**src/rtl/cmd_intf_pkg.sv**
```systemverilog
// Shared definitions for the command interface: demux sizing defaults,
// collector state encoding and the canned error/timeout read data.
package cmd_intf_pkg;

  // Demux-side defaults shared by the demux and the response collector
  localparam int          DEMUX_NUM_TARGETS  = 8;
  localparam int          HOST_DATA_BITS_DEF = 32;

  // Read data returned when a target never answers or the select is illegal
  localparam logic [31:0] TIMEOUT_RDATA_DEF  = 32'hDEAD_BEEF;

  // Width of the wait counter and of the timeout statistics counter
  localparam int          TO_CNT_W           = 16;

  typedef enum logic [1:0] {
    ST_IDLE    = 2'd0,
    ST_WAIT    = 2'd1,
    ST_RESP    = 2'd2,
    ST_RELEASE = 2'd3
  } coll_state_e;

  // Increment that sticks at all-ones instead of wrapping
  function automatic logic [TO_CNT_W-1:0] sat_inc(input logic [TO_CNT_W-1:0] v);
    return (&v) ? v : v + TO_CNT_W'(1);
  endfunction

endpackage

```
**src/rtl/onehot_encoder.sv**
```systemverilog
// One-hot checker plus binary index encoder for the target select lines.
// valid: exactly one bit set; multi: two or more bits set.
module onehot_encoder #(
  parameter int N     = 8,
  parameter int IDX_W = $clog2(N)
) (
  input  logic [N-1:0]     sel,
  output logic             valid,
  output logic             multi,
  output logic [IDX_W-1:0] index
);

  logic any;

  // Clearing the lowest set bit leaves something only if two or more were set
  assign any   = |sel;
  assign multi = |(sel & (sel - N'(1)));
  assign valid = any & ~multi;

  // OR together the indices of set bits; exact whenever valid is high
  always_comb begin
    index = '0;
    for (int k = 0; k < N; k++) begin
      if (sel[k]) index = index | IDX_W'(k);
    end
  end

endmodule

```
**src/rtl/cmd_resp_collector.sv**
```systemverilog
// Collects the response of the selected target for one command, with a
// wait-for-ack timeout and multi-select error handling. Exactly one o_ack
// is produced per select assertion (none if the select is withdrawn early).
module cmd_resp_collector
  import cmd_intf_pkg::*;
#(
  parameter int NUM_TARGETS    = DEMUX_NUM_TARGETS,
  parameter int HOST_DATA_BITS = HOST_DATA_BITS_DEF,
  parameter int TIMEOUT_CYCLES = 256,
  parameter logic [HOST_DATA_BITS-1:0] TIMEOUT_RDATA = HOST_DATA_BITS'(TIMEOUT_RDATA_DEF)
) (
  input  logic                                  i_sys_clk,
  input  logic                                  i_sys_rst_n,
  input  logic [NUM_TARGETS-1:0]                i_select_lines,
  input  logic                                  i_rd_wr_n,
  input  logic [NUM_TARGETS-1:0]                i_tgt_ack,
  input  logic [NUM_TARGETS*HOST_DATA_BITS-1:0] i_tgt_rdata,
  output logic                                  o_ack,
  output logic [HOST_DATA_BITS-1:0]             o_rdata,
  output logic                                  o_timeout,
  output logic                                  o_sel_err,
  output logic [TO_CNT_W-1:0]                   o_timeout_count
);

  localparam int IDX_W = $clog2(NUM_TARGETS);
  localparam logic [TO_CNT_W-1:0] CNT_LAST = TO_CNT_W'(TIMEOUT_CYCLES - 1);

  // Per-target view of the flat read-data bus
  logic [NUM_TARGETS-1:0][HOST_DATA_BITS-1:0] tgt_rdata;
  assign tgt_rdata = i_tgt_rdata;

  logic             enc_valid;
  logic             enc_multi;
  logic [IDX_W-1:0] enc_idx;

  onehot_encoder #(
    .N     (NUM_TARGETS),
    .IDX_W (IDX_W)
  ) u_enc (
    .sel   (i_select_lines),
    .valid (enc_valid),
    .multi (enc_multi),
    .index (enc_idx)
  );

  coll_state_e               state_q,   state_d;
  logic [IDX_W-1:0]          idx_q,     idx_d;
  logic                      rd_q,      rd_d;
  logic [TO_CNT_W-1:0]       cnt_q,     cnt_d;
  // Response staged in WAIT, published together with o_ack from RESP
  logic [HOST_DATA_BITS-1:0] hold_q,    hold_d;
  logic                      to_pend_q, to_pend_d;
  logic                      ack_q,     ack_d;
  logic [HOST_DATA_BITS-1:0] rdata_q,   rdata_d;
  logic                      timeout_q, timeout_d;
  logic                      sel_err_q, sel_err_d;
  logic [TO_CNT_W-1:0]       to_cnt_q,  to_cnt_d;

  // Next-state and output logic; pulses default low, data holds
  always_comb begin
    state_d   = state_q;
    idx_d     = idx_q;
    rd_d      = rd_q;
    cnt_d     = cnt_q;
    hold_d    = hold_q;
    to_pend_d = to_pend_q;
    ack_d     = 1'b0;
    rdata_d   = rdata_q;
    timeout_d = 1'b0;
    sel_err_d = 1'b0;
    to_cnt_d  = to_cnt_q;
    case (state_q)
      ST_IDLE: begin
        if (enc_multi) begin
          // Illegal select: answer immediately with the error pattern
          rdata_d   = TIMEOUT_RDATA;
          ack_d     = 1'b1;
          sel_err_d = 1'b1;
          state_d   = ST_RELEASE;
        end else if (enc_valid) begin
          idx_d   = enc_idx;
          rd_d    = i_rd_wr_n;
          cnt_d   = '0;
          state_d = ST_WAIT;
        end
      end
      ST_WAIT: begin
        // Ack beats both abort and a same-cycle timeout
        if (i_tgt_ack[idx_q]) begin
          hold_d    = rd_q ? tgt_rdata[idx_q] : '0;
          to_pend_d = 1'b0;
          state_d   = ST_RESP;
        end else if (!i_select_lines[idx_q]) begin
          state_d = ST_IDLE;
        end else if (cnt_q == CNT_LAST) begin
          hold_d    = TIMEOUT_RDATA;
          to_pend_d = 1'b1;
          state_d   = ST_RESP;
        end else begin
          cnt_d = cnt_q + TO_CNT_W'(1);
        end
      end
      ST_RESP: begin
        ack_d     = 1'b1;
        rdata_d   = hold_q;
        timeout_d = to_pend_q;
        if (to_pend_q) to_cnt_d = sat_inc(to_cnt_q);
        state_d   = ST_RELEASE;
      end
      ST_RELEASE: begin
        // One ack per select assertion: wait for the bus to go idle
        if (!(|i_select_lines)) state_d = ST_IDLE;
      end
      default: state_d = ST_IDLE;
    endcase
  end

  // State and output registers
  always_ff @(posedge i_sys_clk or negedge i_sys_rst_n) begin
    if (!i_sys_rst_n) begin
      state_q   <= ST_IDLE;
      idx_q     <= '0;
      rd_q      <= 1'b0;
      cnt_q     <= '0;
      hold_q    <= '0;
      to_pend_q <= 1'b0;
      ack_q     <= 1'b0;
      rdata_q   <= '0;
      timeout_q <= 1'b0;
      sel_err_q <= 1'b0;
      to_cnt_q  <= '0;
    end else begin
      state_q   <= state_d;
      idx_q     <= idx_d;
      rd_q      <= rd_d;
      cnt_q     <= cnt_d;
      hold_q    <= hold_d;
      to_pend_q <= to_pend_d;
      ack_q     <= ack_d;
      rdata_q   <= rdata_d;
      timeout_q <= timeout_d;
      sel_err_q <= sel_err_d;
      to_cnt_q  <= to_cnt_d;
    end
  end

  assign o_ack           = ack_q;
  assign o_rdata         = rdata_q;
  assign o_timeout       = timeout_q;
  assign o_sel_err       = sel_err_q;
  assign o_timeout_count = to_cnt_q;

endmodule

```
**config.mk**
```make
export PLATFORM = sky130hd
export DESIGN_NAME = cmd_resp_collector
export DESIGN_NICKNAME = d
export VERILOG_FILES = /design/src/rtl/cmd_intf_pkg.sv /design/src/rtl/onehot_encoder.sv /design/src/rtl/cmd_resp_collector.sv
export SDC_FILE = /design/constraint.sdc
export NUM_CORES = 1
export LEC_CHECK = 0
export BUFFER_PORTS_ARGS = -buffer_cell sky130_fd_sc_hd__buf_2
export CAP_MARGIN = 0
export CORE_ASPECT_RATIO = 1.5
export CORE_UTILIZATION = 40
export CTS_CLUSTER_DIAMETER = 200
export DETAILED_ROUTE_END_ITERATION = 10
export GPL_TIMING_DRIVEN = 0
export HOLD_SLACK_MARGIN = 0.06
export PLACE_DENSITY = 0.73
export SKIP_LAST_GASP = 1
export SLEW_MARGIN = 20
export SYNTH_ARGS = -nofsm -noshare
export SYNTH_HDL_FRONTEND = slang
export SYNTH_SLANG_ARGS = --single-unit
```
**constraint.sdc**
```tcl
create_clock -name i_sys_clk -period 4.7 [get_ports i_sys_clk]
set_input_delay 0.94 -clock i_sys_clk [delete_from_list [all_inputs] [get_ports i_sys_clk]]
set_output_delay 0.94 -clock i_sys_clk [all_outputs]
set_load 0.005 [all_outputs]
```
After elaboration in Yosys (flattened, before gate mapping)
Cells that the tools add are included.
W data, S select, Z words.
{"block": "classes", "n_reduce_logical": 14, "mux": 39, "add_sub_neg": 3, "eq_ne": 13, "order_cmp": 1, "n_bitwise": 4}
{"cell": "$mux W32", "count": 6}
{"cell": "$bmux W32 S3", "count": 1}
{"cell": "$mux W16", "count": 5}
{"cell": "$pmux W32 S2", "count": 1}
{"cell": "$add A16 B1 Y16 const B", "count": 2}
{"cell": "$pmux W16 S2", "count": 1}
{"cell": "$eq A16 B8 Y1 const B", "count": 1}
{"cell": "$mux W2", "count": 8}
{"cell": "$reduce_and A16 Y1", "count": 1}
{"cell": "$reduce_or A8 Y1", "count": 2}
{"cell": "$mux W3", "count": 4}
{"cell": "$ne A2 B2 Y1 const B", "count": 6}
{"cell": "$reduce_and A3 Y1", "count": 4}
{"cell": "$mux W1", "count": 9}
{"cell": "$and A8 B8 Y8", "count": 1}
{"cell": "$pmux W2 S4", "count": 1}
{"cell": "$reduce_bool A2 Y1", "count": 4}
{"cell": "$sub A8 B1 Y8 const B", "count": 1}
{"cell": "$bmux W1 S3", "count": 2}
{"cell": "$reduce_and A6 Y1", "count": 1}
{"cell": "$eq A2 B2 Y1 const B", "count": 2}
{"cell": "$lt A3 B4 Y1 const B", "count": 1}
{"cell": "$ne A4 B4 Y1 const B", "count": 1}
{"cell": "$ne A3 B2 Y1 const B", "count": 1}
{"cell": "other kinds (7)", "count": 8}
{"block": "word_totals", "elab_cells": 85, "out_inout_bits": 51, "input_bits": 275, "ff_bits": 106}

Logic depth before layout (Yosys ltp)
Gate-level depths: netlist of run 1.
{"block": "depth", "ltp_word": 8, "depth_mapped": 9, "depth_no_buf": 7}

Cells and area by module
Synthesis of run 1 repeated with hierarchy kept, for this count alone.
{"block": "hier_totals", "hier_cells": 595, "hier_area_um2": 6751.5}
{"mod": "cmd_resp_collector", "cells_each": 573, "area_each_um2": 6600.1, "instances": 1, "seq_area_each_um2": 2652.5}
{"mod": "onehot_encoder", "cells_each": 22, "area_each_um2": 151.4, "instances": 1, "seq_area_each_um2": 0.0}

Least setup slack after synthesis of run 1
Ideal clock, no wire load.
{"block": "synth_path", "kind": "input to register", "start": "input i_select_lines[7]", "end": "register cnt_q[10]", "path_buffers": 3, "setup_slack_ns": 1.997, "t_arrival_ns": 2.582, "required_ns": 4.579, "setup_ns": 0.121, "path_stages": 8, "path_cell_list": "clkbuf_1 mux4_2 o2111ai_1 buf_2 buf_2 nor3_1 xnor2_1 nor2_1"}
{"block": "synth_via", "elab_chain_cells": 7, "word_cells_on_any_way": 12, "cone_classes": "add/sub (1); eq/ne (3); mux (2); bitwise (3); reduce/logical (3)"}
{"item": "from (decl)", "line_no": "cmd_resp_collector.sv:14", "source": "input logic [NUM_TARGETS-1:0] i_select_lines,"}
{"item": "$sub A8 B1 Y8", "line_no": "onehot_encoder.sv:17", "source": "assign multi = |(sel & (sel - N'(1)));"}
{"item": "$and A8 B8 Y8", "line_no": "onehot_encoder.sv:17"}
{"item": "$reduce_or A8 Y1", "line_no": "onehot_encoder.sv:17"}
{"item": "$not A1 Y1 (no source line)"}
{"item": "$and A1 B1 Y1", "line_no": "onehot_encoder.sv:18", "source": "assign valid = any & ~multi;"}
{"item": "$ne A2 B2 Y1 (no source line)"}
{"item": "$reduce_and A6 Y1 (no source line) *"}
{"item": "to (signal assigned)", "line_no": "cmd_resp_collector.sv:136", "source": "cnt_q <= cnt_d;"}
{"item": "to (decl)", "line_no": "cmd_resp_collector.sv:49", "source": "logic [TO_CNT_W-1:0] cnt_q, cnt_d;"}
Mark *: on every way between the ends. The rest lies on a longest branch, timed or not. The select of a mux whose other input is x is not followed.
A chain may end at the register's enable or synchronous reset.

Final worst setup path of run 1
{"block": "layout_path", "start": "register idx_q[2]", "end": "register hold_q[12]"}
{"block": "layout_via", "elab_chain_cells": 4, "word_cells_on_any_way": 11, "cone_classes": "mux (8); reduce/logical (3)"}
{"item": "from (decl)", "line_no": "cmd_resp_collector.sv:47", "source": "logic [IDX_W-1:0] idx_q, idx_d;"}
{"item": "from (signal assigned)", "line_no": "cmd_resp_collector.sv:134", "source": "idx_q <= idx_d;"}
{"item": "$bmux W1 S3, or another cell as far along", "line_no": "cmd_resp_collector.sv:89", "source": "if (i_tgt_ack[idx_q]) begin"}
{"item": "$mux W1 (implied by the code), or another cell as far along", "line_no": "cmd_resp_collector.sv:89"}
{"item": "$reduce_bool A2 Y1 (no source line) or $mux W32 (tied branches)"}
{"item": "$reduce_and A3 Y1 (no source line) or $mux W32 (tied branches)"}
{"item": "to (signal assigned)", "line_no": "cmd_resp_collector.sv:137", "source": "hold_q <= hold_d;"}
{"item": "to (decl)", "line_no": "cmd_resp_collector.sv:51", "source": "logic [HOST_DATA_BITS-1:0] hold_q, hold_d;"}
Parallel ways exist; a longest one is shown, timed or not. The select of a mux whose other input is x is not followed.

==> results of run 1 <==
[worst register-to-register path, stage by stage (launching register included)]
cell,delay (ns)
dfrtp_1,0.35
buf_2,0.18
inv_2,0.21
mux4_2,0.61
buf_2,0.22
nor2_1,0.47
clkbuf_1,0.41
a21oi_1,0.12
[registers in the layout, indices dropped and copies added (netlist names)]
name             cells
hold_q              32
o_rdata             32
cnt_q               16
o_timeout_count     16
idx_q                3
state_q              2
o_ack                1
o_sel_err            1
o_timeout            1
rd_q                 1
to_pend_q            1
[cells by family (layout without fill, tap and decap cells)]
family | Yosys count | after routing | share of synthesized area [%]
adder cells (fa/ha/maj) | 2 | 2 | 0.378
flip-flops | 106 | 106 | 40.1
buffers and inverters | 56 | 397 | 3.73
multiplexers | 84 | 84 | 25.3
AO/OA/AOI/OAI | 89 | 89 | 8.15
XOR/XNOR | 22 | 22 | 2.91
AND/OR/NAND/NOR | 301 | 301 | 19.5
other | 0 | 6 | 0
[report_power, final]
| group | leakage (nW) | switching [mW] | internal [mW] |
|---|---|---|---|
| sequential | 1.34 | 0.178 | 1.18 |
| combinational | 2.64 | 0.880 | 0.751 |
| clock | 0.158 | 0.367 | 0.440 |
| total | 4.14 | 1.42 | 2.38 |
[cells in the final DEF, fill, tap and decap left out, types with 4 or more instances in the layout]
cell type and count:
mux2i_1 15, clkbuf_16 9, nor3_1 6, diode_2 6, nor4_1 4, nor2b_1 4
nand3_1 23, inv_1 7, buf_2 340, clkbuf_1 26, nor2_1 73, mux4_2 66
a21oi_1 46, xnor2_1 20, and3_1 5, dfrtp_1 106, or3_1 5, nand4_1 11
nand2_1 157, o21ai_0 18, o31ai_1 8
[cell type report]
cell class              instances  area, sq um  area share, %
multi-input cells             498         3720           41.9
repair buffers                325         1660           18.7
clock inverters                 6         83.8          0.946
inverters                       8         30.0          0.339
well taps                     206          258           2.91
clock buffers                  10          239           2.70
flip-flops and latches        106         2650           29.9
plain buffers                  48          216           2.44
diodes                          6         15.0          0.169
[routing by layer]
metal	GRT usage (%)	up-vias	part of all wire [%]	routed length, microns
met4	12.8	6	3.4	810
met1	35.9	3190	40	9580
met3	5.98	50	6.9	1640
li1	-	3057	-	-
met5	0	-	0.15	37
met2	47.1	307	49	11800
[how the worst max path moves through the flow]
stage | from | slack [ns] | endpoint
4_1_cts | idx_q[2] | 1.96 | hold_q[12]
3_5_place_dp | i_select_lines[2] | 1.67 | cnt_q[7]
6_report | idx_q[2] | 2.00 | hold_q[12]
2_1_floorplan | i_select_lines[7] | 2.00 | cnt_q[10]
3_3_place_gp | i_sys_rst_n | 1.54 | o_rdata[29]
5_1_grt | i_select_lines[2] | 1.79 | cnt_q[15]
[cell usage after synthesis (2+ instances only)]
cell type,number
a2111oi_0,2
a211oi_1,2
a21oi_1,46
a22o_1,2
a31oi_1,2
and2_1,2
and3_1,5
and4_1,3
buf_1,3
buf_2,17
buf_6,2
clkbuf_1,26
dfrtp_1,106
ha_1,2
inv_1,7
mux2_2,3
mux2i_1,15
mux4_2,66
nand2_1,157
nand2b_1,2
nand3_1,23
nand4_1,11
nor2_1,73
nor2b_1,4
nor3_1,6
nor3b_1,2
nor4_1,4
o21ai_0,18
o31ai_1,8
or3_1,5
or4_1,2
xnor2_1,20
xor2_1,2
==> flow_summary_export.csv, run 1 <==
group,metric,value,unit
sta,finClkSkew,0.0143,ns
power,irDropWorstVdd,0.000242,V
sta,setup_ws,2.00,ns
setup_path,reg2reg_from,"idx_q[2]",
placed_design,routabilityCongestion,0.896,
setup_path,critPathSlowestCell,"mux4_2",
logic_synthesis,synthFlopType,"dfrtp_1",
sta,fin_crit_sh,57.5,%
logic_synthesis,synth_top_area_share,40.1,%
routing,drc,0,
sta,finalSetupViolCount,0,
setup_path,cp.arrival,2.92,ns
clocking,post_cts_buffers,0,
floorplan,fp.dieArea,17100,sq um
grt,grt_max_degree,58,
final_layout,layout.nets,1273,
setup_path,cp_top_family,"buffers and inverters",
setup_path,crit-reg2reg-capture,"hold_q[12]",
setup_path,critPathMaxStageDelay,0.60,ns
sta,timing.final.hold_violations,0,
power,total_power,3.80,mW
clocking,ctsResizeCount,0,
clocking,cts_sinks,106,
worst_hold_path,worstHoldStart,"o_rdata[12]",
logic_synthesis,synth_edf_count,0,
grt,grt-ovfl-total,0,
logic_synthesis,synth.largest_area_cell,"dfrtp_1",
routing,wl_per_cell,19.7,microns
power,power.leakage,4.14,nW
clocking,cts_buffer_depth,2,
setup_path,ff2ff_path_depth,7,
floorplan,die_w,107,microns
job,maxCapViolCount,0,
sta,slew_violations,0,
grt,antenna_found_initial,10,
logic_synthesis,yosys-top-cells-area,"dfrtp_1 40%, mux4_2 22%, nand2_1 8.9%",
worst_hold_path,worstHoldPathType,"reg -> reg",
logic_synthesis,synth_cells,660,
clocking,cts_tree,"yes",
floorplan,dieHeight,160,microns
setup_path,cp-start-kind,"flip-flop",
logic_synthesis,synth_warnings,0,
sta,worst_pin_slew,0.728,ns
clocking,cts_buffers,9,
sta,tns,0,ns
sta,slew_headroom,51.5,%
setup_path,path_max_fanout,10,
logic_synthesis,synthesis.area,6620,sq um
sta,clock.fmax,0.370,GHz
sta,rsz0062_at_grt,"no",
placed_design,post-place-ws,1.67,ns
placed_design,io_buffers,324,
clocking,holdBufCountCts,0,
routing,vias,6610,
setup_path,r2r_setup_slack,2.00,ns
logic_synthesis,syn-num-nets,937,
routing,wl,23.9,mm
setup_path,endpoint_kind,"flip-flop",
placed_design,dp_cells,1191,
logic_synthesis,ys_ff_latch,106,
placed_design,placed_area,8530,sq um
final_layout,fin_area,8870,sq um
setup_path,path_buf_inv,4,
floorplan,start_util,40.9,%
clocking,clk_pin_slew_worst_paths,0.07,ns
logic_synthesis,avgSynthCellArea,10.0,sq um
grt,gr-usage-all-layers,28.6,%
routing,drtIter0Drc,514,
final_layout,drive_gt1_share,43.4,%
final_layout,fin_cells,1213,
floorplan,ioPinCount,326,
floorplan,rows,57,
logic_synthesis,async_flop_share,100,%
worst_hold_path,hold_depth,2,
final_layout,n_fill_cell,1501,
clocking,cts_htree_levels,3,
sta,period_needed,2.70,ns
setup_path,required,4.91,ns
floorplan,coreArea,16200,sq um
final_layout,area_delta_synth_final,34.0,%
final_layout,post-route-util,54.8,%
status,status,"finished clean",
grt,grt_pass1_wl,36.6,mm
placed_design,post-dp-hpwl,19.8,mm
setup_path,worst-path-stages,7,
logic_synthesis,yosysSeqAreaShare,40.1,%
sta,fin_hold_ws,0.492,ns
routing,first_pass_iters,4,
setup_path,path_cells,"buf_2 -> inv_2 -> mux4_2 -> buf_2 -> nor2_1 -> clkbuf_1 -> a21oi_1",
setup_path,crit_type,"reg -> reg",
power,power_density,429,nW/um^2
routing,drtAntennaViolNets,0,
setup_path,cpMostUsedCell,"buf_2",
clocking,clkLatencyLatePin,0.36,ns
routing,viasPerCell,5.45,
grt,grt_pass1_vias,6768,
logic_synthesis,synth_cell_type_count,45,
clocking,clockRootBuffer,"clkbuf_16",
worst_hold_path,min_to,"o_rdata[12]",
Note: power is estimated with default switching activity, not from simulation.
==> inputs of run 2 (changes only) <==
==> constraint.sdc (replaced) <==
create_clock -name i_sys_clk -period 2.8 [get_ports i_sys_clk]
set_input_delay 0.56 -clock i_sys_clk [delete_from_list [all_inputs] [get_ports i_sys_clk]]
set_output_delay 0.56 -clock i_sys_clk [all_outputs]
set_load 0.005 [all_outputs]
==> flow_summary_export.csv, run 2 (synthesis results as in run 1) <==
group,metric,value,unit
sta,clock.fmax,0.388,GHz
sta,worst_pin_slew,0.733,ns
setup_path,reg2reg_from,"idx_q[1]",
floorplan,die_w,107,microns
setup_path,cp.arrival,2.79,ns
clocking,cts_tree,"yes",
final_layout,post-route-util,54.8,%
grt,top_usage_layer,"met2",
routing,first_pass_iters,5,
setup_path,r2r_setup_slack,0.22,ns
grt,grt-ovfl-total,0,
placed_design,placed_area,8530,sq um
floorplan,coreArea,16200,sq um
setup_path,endpoint_kind,"flip-flop",
sta,finClkSkew,0.0153,ns
job,maxCapViolCount,0,
setup_path,required,3.01,ns
worst_hold_path,worstHoldPathType,"in -> async",
placed_design,io_buffers,324,
clocking,clkLatencyLatePin,0.36,ns
grt,grt_pass1_vias,6768,
final_layout,area_delta_synth_final,34.2,%
grt,globalRouteMet3Util,5.98,%
final_layout,layout.nets,1273,
grt,gr-usage-all-layers,28.6,%
clocking,holdBufCountCts,0,
routing,drtIter0Drc,552,
routing,wl,23.9,mm
floorplan,fp.dieArea,17100,sq um
setup_path,crit-reg2reg-capture,"hold_q[27]",
routing,wl_per_cell,19.7,microns
routing,drtAntennaViolNets,0,
power,irDropWorstVdd,0.000407,V
sta,timing.final.hold_violations,0,
setup_path,cp-startpoint,"idx_q[1]",
grt,antenna_found_initial,10,
clocking,cts_buffer_depth,2,
clocking,clk_pin_slew_worst_paths,0.08,ns
placed_design,post-dp-hpwl,19.8,mm
clocking,cts_buffers,9,
sta,period_needed,2.58,ns
floorplan,dieHeight,160,microns
final_layout,drive_gt1_share,43.5,%
placed_design,routabilityCongestion,0.896,
power,total_power,6.39,mW
grt,use_met2,47.1,%
routing,vias,6612,
final_layout,fin_area,8880,sq um
floorplan,start_util,40.9,%
clocking,clockRootBuffer,"clkbuf_16",
status,status,"finished clean",
floorplan,rows,57,
sta,slew_headroom,51.1,%
sta,rsz0062_at_grt,"no",
setup_path,ff2ff_path_depth,8,
final_layout,mostFrequentLayoutCell,"buf_2",
final_layout,n_fill_cell,1500,
setup_path,cp-start-kind,"flip-flop",
grt,grt.met1_usage,35.9,%
setup_path,crit_type,"reg -> reg",
routing,drc,0,
clocking,cts_htree_levels,3,
routing,viasPerCell,5.44,
grt,grt_max_degree,58,
floorplan,ioPinCount,326,
clocking,post_cts_buffers,0,
power,power_density,720,nW/um^2
sta,tns,0,ns
power,power.leakage,4.14,nW
sta,finalSetupViolCount,0,
sta,slew_violations,0,
final_layout,final_cell_mix,"340 x buf_2, 157 x nand2_1, 106 x dfrtp_1",
setup_path,path_max_fanout,10,
clocking,cts_sinks,106,
sta,fin_crit_sh,92.0,%
grt,grt_pass1_wl,36.6,mm
==> run 2: area by class of cell <==
class                   count  area [sq um]  share of cell area, %
repair buffers            325          1660                   18.6
multi-input cells         498          3720                   41.9
flip-flops and latches    106          2650                   29.9
clock inverters             6          83.8                  0.944
plain buffers              48           216                   2.44
diodes                      9          22.5                  0.254
well taps                 206           258                   2.90
inverters                   8          30.0                  0.338
clock buffers              10           239                   2.69
==> run 2: power by group <==
part | switching [mW] | leakage, nW | internal (mW)
clock network | 0.618 | 0.158 | 0.739
logic | 1.48 | 2.64 | 1.26
registers | 0.301 | 1.34 | 1.99
==> run 2: worst max-delay path by stage <==
stage                    endpoint  slack [ns]  cells past startpoint
3_5_place_dp           hold_q[12]        0.08                      7
4_1_cts                hold_q[12]        0.06                      7
5_1_grt        o_timeout_count[9]        0.03                      8
2_1_floorplan           cnt_q[10]        0.48                      8
6_report               hold_q[27]        0.22                      8
3_3_place_gp          o_rdata[29]        0.02                      1
==> run 2: metal layers <==
layer | routed length, microns | share of wire [%]
met1 | 9580 | 40
met2 | 11900 | 50
met3 | 1660 | 6.9
met4 | 811 | 3.4
met5 | 37 | 0.15
==> run 2: worst max-delay path: stages (launching register included) <==
cell      delay (ns)
dfrtp_1         0.32
buf_2           0.19
clkbuf_1        0.59
clkbuf_1        0.63
mux4_2          0.40
nand2_1         0.11
nand2_1         0.08
nand2_1         0.07
a21oi_1         0.06
==> run 2: timing repair <==
item	in CTS	in global routing
setup endpoints to repair	0	17
gates resized for setup	0	1
hold endpoints to repair	0	0
==> run 2: through the flow <==
stage               instances  hold slack [ns]  setup WS, ns
global placement         1190            0.464        0.0162
finish                   1216            0.126         0.223
floorplan                 660            0.264         0.477
CTS                      1207            0.148        0.0630
global route             1211            0.167        0.0312
detailed placement       1191            0.476        0.0846
